--- src/rtl/tablero_pkg.sv ---
// Shared constants for the tic-tac-toe board evaluator: cell codes, the
// eight winning lines as cell indices, and the scan FSM state type.
package tablero_pkg;

  localparam int NUM_LINES = 8;

  localparam logic [1:0] CELL_EMPTY = 2'b00;
  localparam logic [1:0] CELL_P0    = 2'b01;
  localparam logic [1:0] CELL_P1    = 2'b10;
  localparam logic [1:0] CELL_BAD   = 2'b11;

  localparam logic [2:0] LAST_LINE = 3'(NUM_LINES - 1);
  localparam logic [1:0] LAST_IDX  = 2'd2;

  // Rows, then columns, then main diagonal, then anti-diagonal (row-major cells)
  localparam logic [3:0] LINE_TABLE [NUM_LINES][3] = '{
    '{4'd0, 4'd1, 4'd2},
    '{4'd3, 4'd4, 4'd5},
    '{4'd6, 4'd7, 4'd8},
    '{4'd0, 4'd3, 4'd6},
    '{4'd1, 4'd4, 4'd7},
    '{4'd2, 4'd5, 4'd8},
    '{4'd0, 4'd4, 4'd8},
    '{4'd2, 4'd4, 4'd6}
  };

  typedef enum logic {
    IDLE = 1'b0,
    SCAN = 1'b1
  } state_t;

  function automatic logic is_player(input logic [1:0] code);
    return (code == CELL_P0) || (code == CELL_P1);
  endfunction

endpackage

--- src/rtl/tablero_line_rom.sv ---
// Combinational lookup from (line, position in line) to board cell index.
module tablero_line_rom
  import tablero_pkg::*;
(
  input  logic [2:0] i_line,
  input  logic [1:0] i_idx,
  output logic [3:0] o_cell
);

  always_comb begin
    o_cell = 4'd0;
    if (i_idx <= LAST_IDX) begin
      o_cell = LINE_TABLE[i_line][i_idx];
    end
  end

endmodule

--- src/rtl/evaluar_tablero.sv ---
// Sequential board evaluator: walks the eight lines one cell per cycle and
// reports winner, winning line or draw with a one-cycle done pulse.
module evaluar_tablero
  import tablero_pkg::*;
(
  input  logic       i_clock,
  input  logic       i_reset,
  input  logic       i_evaluate,
  output logic [3:0] o_rd_addr,
  input  logic [1:0] i_rd_data,
  output logic       o_busy,
  output logic       o_done,
  output logic [1:0] o_winner,
  output logic [2:0] o_win_line,
  output logic       o_draw
);

  state_t     r_state, w_state_next;
  logic [2:0] r_line;
  logic [1:0] r_idx;
  logic [1:0] r_a, r_b;
  logic [8:0] r_mask;
  logic [3:0] r_last_addr;
  logic [1:0] r_winner;
  logic [2:0] r_win_line;
  logic       r_draw;
  logic       r_done;

  logic [3:0] w_cell;
  logic [8:0] w_hit;
  logic [8:0] w_mask_now;
  logic       w_line_win;
  logic       w_last;

  tablero_line_rom u_rom (
    .i_line (r_line),
    .i_idx  (r_idx),
    .o_cell (w_cell)
  );

  assign w_hit      = (i_rd_data != CELL_EMPTY) ? (9'd1 << w_cell) : 9'd0;
  assign w_mask_now = r_mask | w_hit;
  assign w_line_win = (r_idx == LAST_IDX) && (r_a == r_b) && (r_b == i_rd_data)
                      && is_player(i_rd_data);
  assign w_last     = (r_idx == LAST_IDX) && (w_line_win || (r_line == LAST_LINE));

  always_ff @(posedge i_clock or posedge i_reset) begin
    if (i_reset) begin
      r_state <= IDLE;
    end else begin
      r_state <= w_state_next;
    end
  end

  always_comb begin
    w_state_next = r_state;
    unique case (r_state)
      IDLE: if (i_evaluate) w_state_next = SCAN;
      SCAN: if (w_last)     w_state_next = IDLE;
      default:              w_state_next = IDLE;
    endcase
  end

  // Address is live from the ROM while scanning and frozen at the last read in IDLE
  always_comb begin
    o_busy    = (r_state == SCAN);
    o_rd_addr = (r_state == SCAN) ? w_cell : r_last_addr;
  end

  always_ff @(posedge i_clock or posedge i_reset) begin
    if (i_reset) begin
      r_line      <= 3'd0;
      r_idx       <= 2'd0;
      r_a         <= CELL_EMPTY;
      r_b         <= CELL_EMPTY;
      r_mask      <= 9'd0;
      r_last_addr <= 4'd0;
      r_winner    <= CELL_EMPTY;
      r_win_line  <= 3'd0;
      r_draw      <= 1'b0;
      r_done      <= 1'b0;
    end else begin
      r_done <= 1'b0;
      if (r_state == IDLE) begin
        if (i_evaluate) begin
          r_line     <= 3'd0;
          r_idx      <= 2'd0;
          r_mask     <= 9'd0;
          r_winner   <= CELL_EMPTY;
          r_win_line <= 3'd0;
          r_draw     <= 1'b0;
        end
      end else begin
        r_mask      <= w_mask_now;
        r_last_addr <= w_cell;
        if (r_idx == 2'd0) r_a <= i_rd_data;
        if (r_idx == 2'd1) r_b <= i_rd_data;
        if (w_last) begin
          r_done <= 1'b1;
          if (w_line_win) begin
            r_winner   <= i_rd_data;
            r_win_line <= r_line;
            r_draw     <= 1'b0;
          end else begin
            r_winner   <= CELL_EMPTY;
            r_win_line <= 3'd0;
            r_draw     <= &w_mask_now;
          end
        end else if (r_idx == LAST_IDX) begin
          r_idx  <= 2'd0;
          r_line <= (r_line == LAST_LINE) ? LAST_LINE : r_line + 3'd1;
        end else begin
          r_idx <= r_idx + 2'd1;
        end
      end
    end
  end

  assign o_done     = r_done;
  assign o_winner   = r_winner;
  assign o_win_line = r_win_line;
  assign o_draw     = r_draw;

endmodule

--- config.mk ---
export PLATFORM = sky130hd
export DESIGN_NAME = evaluar_tablero
export DESIGN_NICKNAME = d
export VERILOG_FILES = /design/src/rtl/tablero_pkg.sv /design/src/rtl/tablero_line_rom.sv /design/src/rtl/evaluar_tablero.sv
export SDC_FILE = /design/constraint.sdc
export NUM_CORES = 1
export LEC_CHECK = 0
export BUFFER_PORTS_ARGS = -buffer_cell sky130_fd_sc_hd__buf_2
export CAP_MARGIN = 10
export CORE_MARGIN = 1.5
export CORE_UTILIZATION = 51
export DETAILED_ROUTE_END_ITERATION = 6
export GPL_TIMING_DRIVEN = 0
export PLACE_DENSITY = 0.74
export SYNTH_ARGS = -nofsm -noshare
export SYNTH_HDL_FRONTEND = slang
export SYNTH_HIERARCHICAL = 1
export SYNTH_SLANG_ARGS = --single-unit
--- constraint.sdc ---
create_clock -name i_clock -period 2.56 [get_ports i_clock]
set_input_delay 0.128 -clock i_clock [delete_from_list [all_inputs] [get_ports i_clock]]
set_output_delay 0.128 -clock i_clock [all_outputs]
set_load 0.05 [all_outputs]
After elaboration in Yosys (flattened, before gate mapping) --
Memories as Yosys holds them, arrays and structs flattened. Index checks and enable logic that the tools add are counted.
Cells by class: add/sub/neg operators 2, magnitude comparators 3, equality and inequality tests 10, shift-type cells 1, multiplexer cells 34, bitwise logic cells 4, reduce and logical (&&, ||, !) cells 15
Operator list (count):
- two-way mux 9 bit | 3
- two-way mux 12 bit | 2
- two-way mux 3 bit | 8
- two-way mux 4 bit | 4
- two-way mux 2 bit | 7
- bitwise OR 9 bit | 1
- AND reduction 9 bit | 1
- left shift 1 x 4 -> 9 bit, first input constant | 1
- binary-select mux 4 bit (select 2 bit) | 1
- two-way mux 1 bit | 8
- AND reduction 2 bit | 4
- == test 2 x 1 -> 1 bit, second input constant | 2
- == test 2 bit | 2
- == test 2 bit, second input constant | 2
- >= comparator 4 bit, second input constant | 1
- logical AND 1 bit | 4
- inequality test 2 x 1 -> 1 bit, second input constant | 2
- NOT 3 -> 4 bit | 1
- nonzero test 2 bit | 2
- adder 3 x 1 -> 3 bit, second input constant | 1
- == test 3 bit, second input constant | 1
- >= comparator 3 bit, second input constant | 1
- NOT 2 -> 3 bit | 1
- AND reduction 3 bit | 1
- other kinds (7) | 8
Word-level totals: bits in registers 30, ROM bits 96, bits of input ports 5, output and inout bits 12, word-level logic and storage cells 81, memories 1
Memories:
- (name not given) | depth 8, bits a word 12, read ports 1, clocked after Yosys merged registers in 0, wr ports 0, RTL line tablero_line_rom.sv:13 | o_cell = LINE_TABLE[i_line][i_idx];

Logic depth before layout (Yosys ltp) --
depth in word-level cells 15, depth in mapped cells 10, depth with buffers taken out 10

Hierarchy --
The synthesis kept the hierarchy.
Modules (own cells, without submodules):
- evaluar_tablero | times used 1, cells an instance 120, area an instance 1343.8 um^2, sequential area each 750.7 um^2
- tablero_line_rom | times used 1, cells an instance 26, area an instance 178.9 um^2, sequential area each 0.0 um^2

Least setup slack after synthesis --
No wires, ideal clock.
path kind flip-flop to flip-flop, from register r_line[0], to register r_draw, in the netlist o_draw, library setup time 0.125 ns, arrival 2.317 ns, data required time 2.435 ns, path slack 0.118 ns, cell stages (with the launch flop) 10, path buffers 0, period minus slack after synthesis 2.442 ns, cells stage by stage dfrtp_1 -> inv_1 -> ha_1 -> mux2i_1 -> o31ai_1 -> nor3_2 -> and3b_1 -> o21ai_1 -> and4b_1 -> mux2_4
Between the ends: cells in the longest elaborated chain, start to end 15, elaborated cells on any way between the ends 20, classes of those cells 2 x eq/ne; 1 x shift; 10 x mux; 2 x bitwise; 4 x reduce/logical; 1 x memory
Ends and longest elaborated chain:
- start, declared | RTL line evaluar_tablero.sv:19 | logic [2:0] r_line;
- start signal, assigned | RTL line evaluar_tablero.sv:111 | r_line <= (r_line == LAST_LINE) ? LAST_LINE : r_line + 3'd1;
- NOT 3 -> 4 bit (implied by the code) | RTL line tablero_line_rom.sv:13
- memory read (8 x 12 bit)
- two-way mux 12 bit (implied by the code) (2 in series) | RTL line tablero_line_rom.sv:13
- binary-select mux 4 bit (select 2 bit) | RTL line tablero_line_rom.sv:13
- two-way mux 4 bit (implied by the code) (2 in series) | RTL line tablero_line_rom.sv:13
- two-way mux 4 bit | RTL line tablero_line_rom.sv:12 | if (i_idx <= LAST_IDX) begin
- via w_cell[1] | RTL line evaluar_tablero.sv:29 | logic [3:0] w_cell;
- left shift 1 x 4 -> 9 bit | RTL line evaluar_tablero.sv:41 | assign w_hit = (i_rd_data != CELL_EMPTY) ? (9'd1 << w_cell) : 9'd0;
- two-way mux 9 bit | RTL line evaluar_tablero.sv:41
- bitwise OR 9 bit | RTL line evaluar_tablero.sv:42 | assign w_mask_now = r_mask | w_hit;
- AND reduction 9 bit | RTL line evaluar_tablero.sv:107 | r_draw <= &w_mask_now;
- two-way mux 1 bit | RTL line evaluar_tablero.sv:100 | if (w_line_win) begin
- two-way mux 1 bit | RTL line evaluar_tablero.sv:98 | if (w_last) begin
- two-way mux 1 bit | RTL line evaluar_tablero.sv:84 | if (r_state == IDLE) begin
- end signal, assigned | RTL line evaluar_tablero.sv:107
- end, declared | RTL line evaluar_tablero.sv:26 | logic r_draw;
The timed path passes the listed nets, and every way through them passes these cells. The select of a mux whose other input is x is not followed. A chain may end at the register's enable or synchronous reset.

Final worst setup path --
Same ends and word-level chain as after synthesis.

==> run metrics <==
status finished, violations left; failing checks DRC; ANT cells 0; fmax approximately 400 MHz; Unique masters post-synth 37; # DRC 2; Post-Syn Instances ~150; synth top area cells dfrtp_1 (49%), mux2_2 (5.2%), ha_1 (4.9%); post-route cell area 1810 um^2; core region area 2810 um^2; Die H just under 60 um; FF-to-FF Start r_line[0]; Post-synth EDFFs 0; Synth Cell Area 1520 um^2; pwr/cell area 1340 nW/um^2; Worst-Margin Slew 571 ps; Slowest-stage cell, CP dfrtp_2; CP cell instances inv_1, ha_1, nor2_1, or3_1, o311ai_4, nor3b_4, a21oi_1, nor4_2, and4b_1, mux2_4; crit end category flip-flop; non-filler instance count after layout 205; clock tree buffer depth 2; routed len/inst 15.5 um; layout cell share with drive strength beyond 1 roughly a third; placer congestion estimate slightly below 0.9; Tmin final 2490 ps; final worst-path cycle share 97.3%; clk_skew 6.99 ps; final worst setup slack around 69 ps; FP Rows 19; final net count 185; Worst Path Max Fanout 5; clock-pin slew on the worst setup and hold paths 90 ps; synthesized area per cell 10.4 um^2; FF-to-FF path depth 10; CTS sink count 30; count leader, synth dfrtp_1; total of warnings raised by yosys 6; hold path depth 2; slew margin rel. between 60 and 70%; CP peak stage delay 400 ps; arrival time worst endpoint 2760 ps; Inserted Clock Buffers 5; Synthesized Nets 157; Hold Crit Start i_evaluate; Min-Delay Path Class in -> reg; clk_lat worst skew 330 ps; reg2reg setup slack 70 ps; worst r2r dst o_draw; worst path required time 2830 ps; Die W 57.6 um; # IOs 17; area leader, netlist dfrtp_1; Seq/Total Area, Yosys slightly below 50%; VDD IR max 0.921 mV; detailed placement HPWL roughly 2200 um; First DRT Iteration DRCs 33; I/O Buffers 16; critical path class reg -> reg; initial antenna violation count 0; Max Cap Violations 0; worst min-delay path endpoint r_mask[8]; Synth async-reset ratio 100%; Starting Density 54.3%; final setup vio count 0; total wire length approximately 3200 um; share of the synthesized area in the top cell type 49.3%; Final Hold Viols 0; max-slew violations 0; placed insts 193; Synth Flop Type dfrtp_1; H-tree levels 2; Remaining Overflow, GRT 0; detail-routed via count per cell 5.92; first-pass GRT wire length 5380 um; leakage power 0.856 nW; TritonCTS clock tree done; CP delay by family, top simple AND/OR/NAND/NOR gates; RSZ-0062 raised after global routing false; Commonest cells post-synth dfrtp_1 (30), nor2_1 (17), a21oi_1 (14); area post-placement roughly 1600 um^2; worst slack at placement -329 ps; crit start category flip-flop; Area Overhead vs Synth 18.6%; DIE AREA between 3000 and 4000 um^2; number of global-route vias before repair 1,180; Initial DRT Pass Iterations 6; Final ANT Viol Nets 0; DR vias 1,214; worst hold slack ~40 ps; Buf/Inv on CP 1; GRT Util Overall 21.5%; FF+latch count, synth 30; Clock Tree Root clkbuf_4; pin count of the biggest net entering global routing 31
what timing repair did:
action	4_1_cts	5_1_grt
endpoints found under the hold margin	0	12
setup endpoints to repair	4	1
hold buffers	0	1
buffers inserted	3	0
pin swaps	0	0
cloned	0	0
resized for setup	3	6
layer usage:
metal | GRT usage [%] | share of wire, % | vias up
met5 | 0 | 0 | -
met4 | 8.31 | 1.1 | 0
met3 | 5.36 | 5.3 | 5
met2 | 34.1 | 49 | 31
met1 | 28.7 | 45 | 600
li1 | - | - | 578
cells in the final DEF (no fill, tap or decap), drive strengths merged, types with 3 or more instances in the layout:
cell / instances
dfrtp: 30
buf: 22
nor2: 18
a21oi: 15
inv: 10
nand2: 8
mux2: 8
o21ai: 7
ha: 6
clkbuf: 6
a22o: 5
a31oi: 5
nand3b: 4
and3b: 3
nor3b: 3
nor3: 3
power by group:
| group | internal [mW] | switching, mW |
|---|---|---|
| clock network | 0.0985 | 0.165 |
| logic | 0.500 | 0.854 |
| registers | 0.648 | 0.153 |
cell families after synthesis:
logic type,Yosys count,synth area share (%)
simple gates,50,18.5
mux,9,6.82
flops,30,49.3
fa+ha+maj,6,4.93
compound gates,38,16.9
buf+inv,13,3.53
cell type report:
class                   count  area (um^2)
well taps                  31         38.8
fillers                   238         1000
repair buffers             21          140
plain buffers               3         16.3
clock buffers               5         37.5
multi-input cells         103          773
clock inverters             2         10.0
flip-flops and latches     30          752
inverters                  10         37.5
worst max path at each step:
| stage | start | end | slack [ps] | cells after the start |
|---|---|---|---|---|
| 2_1_floorplan | r_line[0] | o_draw | 120 | 9 |
| 3_3_place_gp | r_line[0] | o_draw | -270 | 9 |
| 3_5_place_dp | r_line[0] | o_draw | -330 | 9 |
| 4_1_cts | r_line[0] | o_draw | 70 | 10 |
| 5_1_grt | r_line[0] | o_draw | 0.8 | 10 |
| 6_report | r_line[0] | o_draw | 70 | 10 |
state kept, by name, summed over array words and instances (netlist names):
signal and cells:
o_winner 2, o_win_line 3, r_idx 2, o_busy 1, r_mask 9, r_b 2
r_line 3, r_last_addr 4, o_done 1, o_draw 1, r_a 2
through the flow:
stage | utilization (%) | power (mW) | setup TNS (ps)
6_report | 64.4 | 2.42 | 0
5_1_grt | 64.4 | 2.58 | 0
4_1_cts | 61.5 | 2.30 | 0
3_5_place_dp | 58.5 | 1.97 | -329
3_3_place_gp | 58.5 | 1.92 | -267
2_1_floorplan | - | 1.71 | 0
No activity file was read; power rests on OpenSTA's default activity.
